## src/rtl/stopwatch_ctrl.sv

```systemverilog
// stopwatch_ctrl: button-event FSM driving stopwatch counter enable/clear and display freeze
module stopwatch_ctrl #(
    parameter int HOLD_MS = 1000,
    parameter int HOLD_W  = 11
) (
    input  logic       clk,
    input  logic       rst,
    input  logic       tick_1k,
    input  logic       btn_start_pause,
    input  logic       btn_display_stop,
    input  logic       btn_clear,
    output logic       count_en,
    output logic       count_clr,
    output logic       display_hold,
    output logic       lap_strobe,
    output logic [1:0] state
);
    localparam logic [1:0] IDLE  = 2'b00;
    localparam logic [1:0] RUN   = 2'b01;
    localparam logic [1:0] PAUSE = 2'b10;
    localparam logic [1:0] CLEAR = 2'b11;

    logic [1:0]        r_state;
    logic [2:0]        r_btn_q;
    logic [HOLD_W-1:0] r_hold_cnt;
    logic              r_display_hold;
    logic              r_lap_strobe;

    logic [2:0]        w_btn;
    logic [2:0]        w_press;
    logic              w_ds_release;
    logic              w_hold_run;
    logic              w_long;
    logic [HOLD_W-1:0] w_hold_nxt;
    logic [1:0]        w_state_nxt;
    logic              w_toggle;
    logic              w_display_nxt;

    // bit 0 start/pause, bit 1 display/stop, bit 2 clear
    assign w_btn        = {btn_clear, btn_display_stop, btn_start_pause};
    assign w_press      = w_btn & ~r_btn_q;
    assign w_ds_release = ~btn_display_stop & r_btn_q[1];

    // long-press counter only runs while display_stop is held in PAUSE; saturates at HOLD_MS
    assign w_hold_run = (r_state == PAUSE) & btn_display_stop;
    assign w_long     = w_hold_run & tick_1k & (r_hold_cnt == HOLD_W'(HOLD_MS - 1));
    assign w_hold_nxt = !w_hold_run ? '0 :
                        (tick_1k && r_hold_cnt != HOLD_W'(HOLD_MS)) ? r_hold_cnt + HOLD_W'(1) :
                        r_hold_cnt;

    // next-state and display toggle, priority clear > start > display_stop
    always_comb begin
        w_state_nxt = r_state;
        w_toggle    = 1'b0;
        if (w_press[2])
            w_state_nxt = CLEAR;
        else
            case (r_state)
                IDLE:  w_state_nxt = w_press[0] ? RUN : IDLE;
                RUN: begin
                    w_state_nxt = w_press[0] ? PAUSE : RUN;
                    w_toggle    = !w_press[0] && w_press[1];
                end
                PAUSE: begin
                    w_state_nxt = w_press[0] ? RUN : w_long ? CLEAR : PAUSE;
                    w_toggle    = !w_press[0] && !w_long && w_ds_release &&
                                  (r_hold_cnt < HOLD_W'(HOLD_MS));
                end
                default: w_state_nxt = IDLE;
            endcase
    end

    // entering CLEAR always unfreezes the display
    assign w_display_nxt = (w_state_nxt == CLEAR) ? 1'b0 : r_display_hold ^ w_toggle;

    // state, button history, hold counter and display registers; history resets to 1 so held buttons are not presses
    always_ff @(posedge clk) begin
        if (rst) begin
            r_state        <= IDLE;
            r_btn_q        <= 3'b111;
            r_hold_cnt     <= '0;
            r_display_hold <= 1'b0;
            r_lap_strobe   <= 1'b0;
        end else begin
            r_state        <= w_state_nxt;
            r_btn_q        <= w_btn;
            r_hold_cnt     <= w_hold_nxt;
            r_display_hold <= w_display_nxt;
            r_lap_strobe   <= w_display_nxt & ~r_display_hold;
        end
    end

    assign state        = r_state;
    assign count_en     = (r_state == RUN);
    assign count_clr    = (r_state == CLEAR);
    assign display_hold = r_display_hold;
    assign lap_strobe   = r_lap_strobe;
endmodule
```

## config.mk

```make
export PLATFORM = sky130hd
export DESIGN_NAME = stopwatch_ctrl
export DESIGN_NICKNAME = d
export VERILOG_FILES = /design/src/rtl/stopwatch_ctrl.sv
export SDC_FILE = /design/constraint.sdc
export NUM_CORES = 1
export LEC_CHECK = 0
export BUFFER_PORTS_ARGS = -buffer_cell sky130_fd_sc_hd__buf_2
export CAP_MARGIN = 20
export CORE_ASPECT_RATIO = 0.9
export CORE_MARGIN = 2
export CORE_UTILIZATION = 30
export CTS_BUF_LIST = sky130_fd_sc_hd__clkbuf_8
export DETAILED_ROUTE_END_ITERATION = 10
export PLACE_DENSITY = 0.44
export SLEW_MARGIN = 20
export SYNTH_ARGS = -nofsm -noshare
export SYNTH_HDL_FRONTEND = slang
export SYNTH_SLANG_ARGS = --single-unit
```

## constraint.sdc

```tcl
create_clock -name clk -period 2.4 [get_ports clk]
set_input_delay 0.36 -clock clk [delete_from_list [all_inputs] [get_ports clk]]
set_output_delay 0.36 -clock clk [all_outputs]
set_load 0.005 [all_outputs]
```

==> metrics.md <==
| Metric | Value |
|---|---|
| PwrDens | between 500 and 600 mW/mm² |
| Worst Hold End | r_btn_q[2] |
| Hold Crit Depth | 2 |
| Largest net degree at the start of global routing | 12 |
| Tmin final | between 1.5 and 2 ns |
| Maximum fanout along the worst path | 5 |
| Final Skew | 0.00128 ns |
| Clock-pin slew on the worst setup and hold paths | around 0.060 ns |
| Max Slew Vio Count | 0 |
| Most frequent cells after synthesis | dfxtp_1 (18), nor2_1 (10), nand2_1 (8) |
| Worst Setup End Kind | flop |
| Mapped cell area | 866 µm² |
| Post-synth top flop | dfxtp_1 |
| Worst slew pin tran | 0.484 ns |
| Starting Density | approximately a third |
| DRC Markers | 0 |
| Fmax | 511 MHz |
| Syn Area/Cell | about 9.1 µm² |
| Synth area leaders | dfxtp_1 (42%), ha_1 (8.7%), xor2_1 (6.1%) |
| H-tree Lvls | 1 |
| Worst IR Drop VDD | roughly 0.37 mV |
| Placer Congestion | 0.796 |
| Post-synth top area share | 41.6% |
| Grt total ovfl | 0 |
| Worst reg2reg startpoint | state[0] |
| CTS tree | yes |
| Setup-failing EPs final | 0 |
| Maximum clock path buffer count | 2 |
| Initial antenna violation count | 0 |
| Length of the first detailed-routing pass in iterations | 4 |
| Post-synthesis sequential element count | 18 |
| All-Layer GR Usage | between 10% and 20% |
| Nets | roughly 120 |
| Post-Syn Nets | 107 |
| Critical path startpoint category | flop |
| Ant diodes | 0 |
| # rows | 18 |
| RSZ-0062 raised after global routing | no |
| Share of cells above drive strength 1 | 17.6% |
| Hold Vio Cnt, Final | 0 |
| CP arrival | about 2.1 ns |
| WL/cell | between 10 and 15 µm |
| Reg2Reg Capture Point | lap_strobe |
| Average via count per standard cell | approximately 4.5 |
| PostCTS Resize Cnt | 0 |
| Most frequent cell after synthesis | dfxtp_1 |
| Synth-to-Final Area Change | 16.5% |
| Core Util, Final | between 30% and 40% |
| Share of the clock period used by the worst path | 81.5% |
| Leakage | 0.373 nW |
| DP HPWL | 1.25 mm |
| Die H | between 50 and 60 µm |
| Hold Crit Start | btn_clear |
| Postcts setup bufs | 0 |
| Die Wd | around 61 µm |
| Syn. warnings | 0 |
| Sequential fraction of the synthesis area | 41.6% |
| IO Pins | 12 |
| Setup total negative slack | 0 ns |
| Cell count after synthesis | 95 |
| Post-synth EDFFs | 0 |
| Max Cap Viol | 0 |
| Clock buffer count from CTS | 3 |
| Die area | ~0.0033 mm² |
| First-pass GRT wire length | around 2.8 mm |
| Number of global-route vias before repair | 597 |
| Async set or reset register ratio after synthesis | 0% |
| Worst setup path category | reg2reg |
| IO buf count | 11 |
| Via count | approximately 670 |
| Post-DRT Antenna Nets | 0 |
| Cell depth of the worst flop-to-flop path | 7 |
| Yosys top cell by area | dfxtp_1 |
| HP Class | in2reg |
| Yosys cell types | 30 |
| CP required | 2.58 ns |
| Reg2Reg Setup Slack | 0.44 ns |
| Slew margin rel. | 67.6% |
| Initial DRC Count | 19 |
| Routed WL | 1.68 mm |
| Outcome | finished, final reports clean |
| Clock latency on the worst-skew pair | 0.25 ns |
| Core area | ~0.0027 mm² |
| Clock root cell | clkbuf_8 |
| CTS sink cnt | 18 |
| CTS Hold Buffers Added | 0 |
state kept, by name, summed over array words and instances, names as in the netlist:
name / cells
display_hold: 1
lap_strobe: 1
r_btn_q: 3
r_hold_cnt: 11
state: 2
cell type report:
cell class | instances | area [µm²]
Fill cell | 306 | 1740
Multi-Input combinational cell | 71 | 483
Clock buffer | 3 | 41.3
Inverter | 5 | 18.8
Sequential cell | 18 | 360
Tap cell | 40 | 50.0
Timing Repair Buffer | 11 | 55.1
critical path, stage by stage (launching register included):
cell	delay, ns
dfxtp_1	0.38
inv_1	0.08
ha_1	0.25
or4b_2	0.67
o21ai_0	0.10
a21o_1	0.17
o21ai_2	0.06
nor3b_1	0.17
placed cells by master, fill, tap and decap left out:
cell type  netlist  final
o21ai_0          3      3
xor2_1           6      6
a21o_1           1      1
mux2i_1          2      2
nand2_1          8      8
nor4bb_1         1      1
or2_2            3      3
nor2b_1          2      2
nand2b_1         1      1
nor3b_1          1      1
o31ai_1          1      1
nand4_1          4      4
and3_1           3      3
a311oi_1         1      1
inv_1            5      5
o21ai_2          1      1
or4_1            2      2
ha_1             6      6
or3b_1           1      1
buf_2            0     11
nand4b_1         1      1
xnor2_1          2      2
clkbuf_8         0      3
nand3b_1         2      2
or3_1            2      2
nor2_1          10     10
a31oi_1          1      1
a21oi_1          4      4
a211oi_1         1      1
or4b_2           1      1
dfxtp_1         18     18
power breakdown:
group | leakage, nW | switching, mW | internal [mW]
logic | 0.205 | 0.0224 | 0.0193
registers | 0.146 | 0.00377 | 0.304
clock network | 0.0216 | 0.0956 | 0.111
per-layer routing:
layer	vias up	GRT usage [%]	part of all wire, %
met4	0	6.52	2.4
met5	-	0	0
met1	293	16.6	53
met2	13	15.4	40
met3	4	4.88	4.7
li1	356	-	-
worst max path at each step:
stage | from | endpoint | cells after the start
finish | state[0] | lap_strobe | 7
detailed placement | state[0] | lap_strobe | 7
floorplan | state[0] | lap_strobe | 7
global route | state[0] | lap_strobe | 7
global placement | state[0] | lap_strobe | 7
CTS | state[0] | lap_strobe | 7
kinds of logic after synthesis:
group                      share of synthesized area, %
and+or+nand+nor                                    27.3
xor gates and xnor gates                           8.09
DFF                                                41.6
adders and majority gates                          8.67
AOI/OAI and AO/OA                                  9.39
buffers and inverters                              2.60
muxes                                              2.31
through the flow:
| step | hold WS (ns) | instance area (µm²) | cells | setup WS, ns | total power [mW] |
|---|---|---|---|---|---|
| after global placement | 0.449 | 967 | 145 | 0.533 | 0.356 |
| after detailed placement | 0.453 | 967 | 145 | 0.478 | 0.357 |
| after CTS | 0.307 | 1010 | 148 | 0.455 | 0.568 |
| final | 0.310 | 1010 | 148 | 0.443 | 0.557 |
| after global routing | 0.313 | 1010 | 148 | 0.363 | 0.582 |
| after floorplan | 0.429 | 866 | 95 | 0.575 | 0.339 |
No activity file was read; power rests on OpenSTA's default activity.
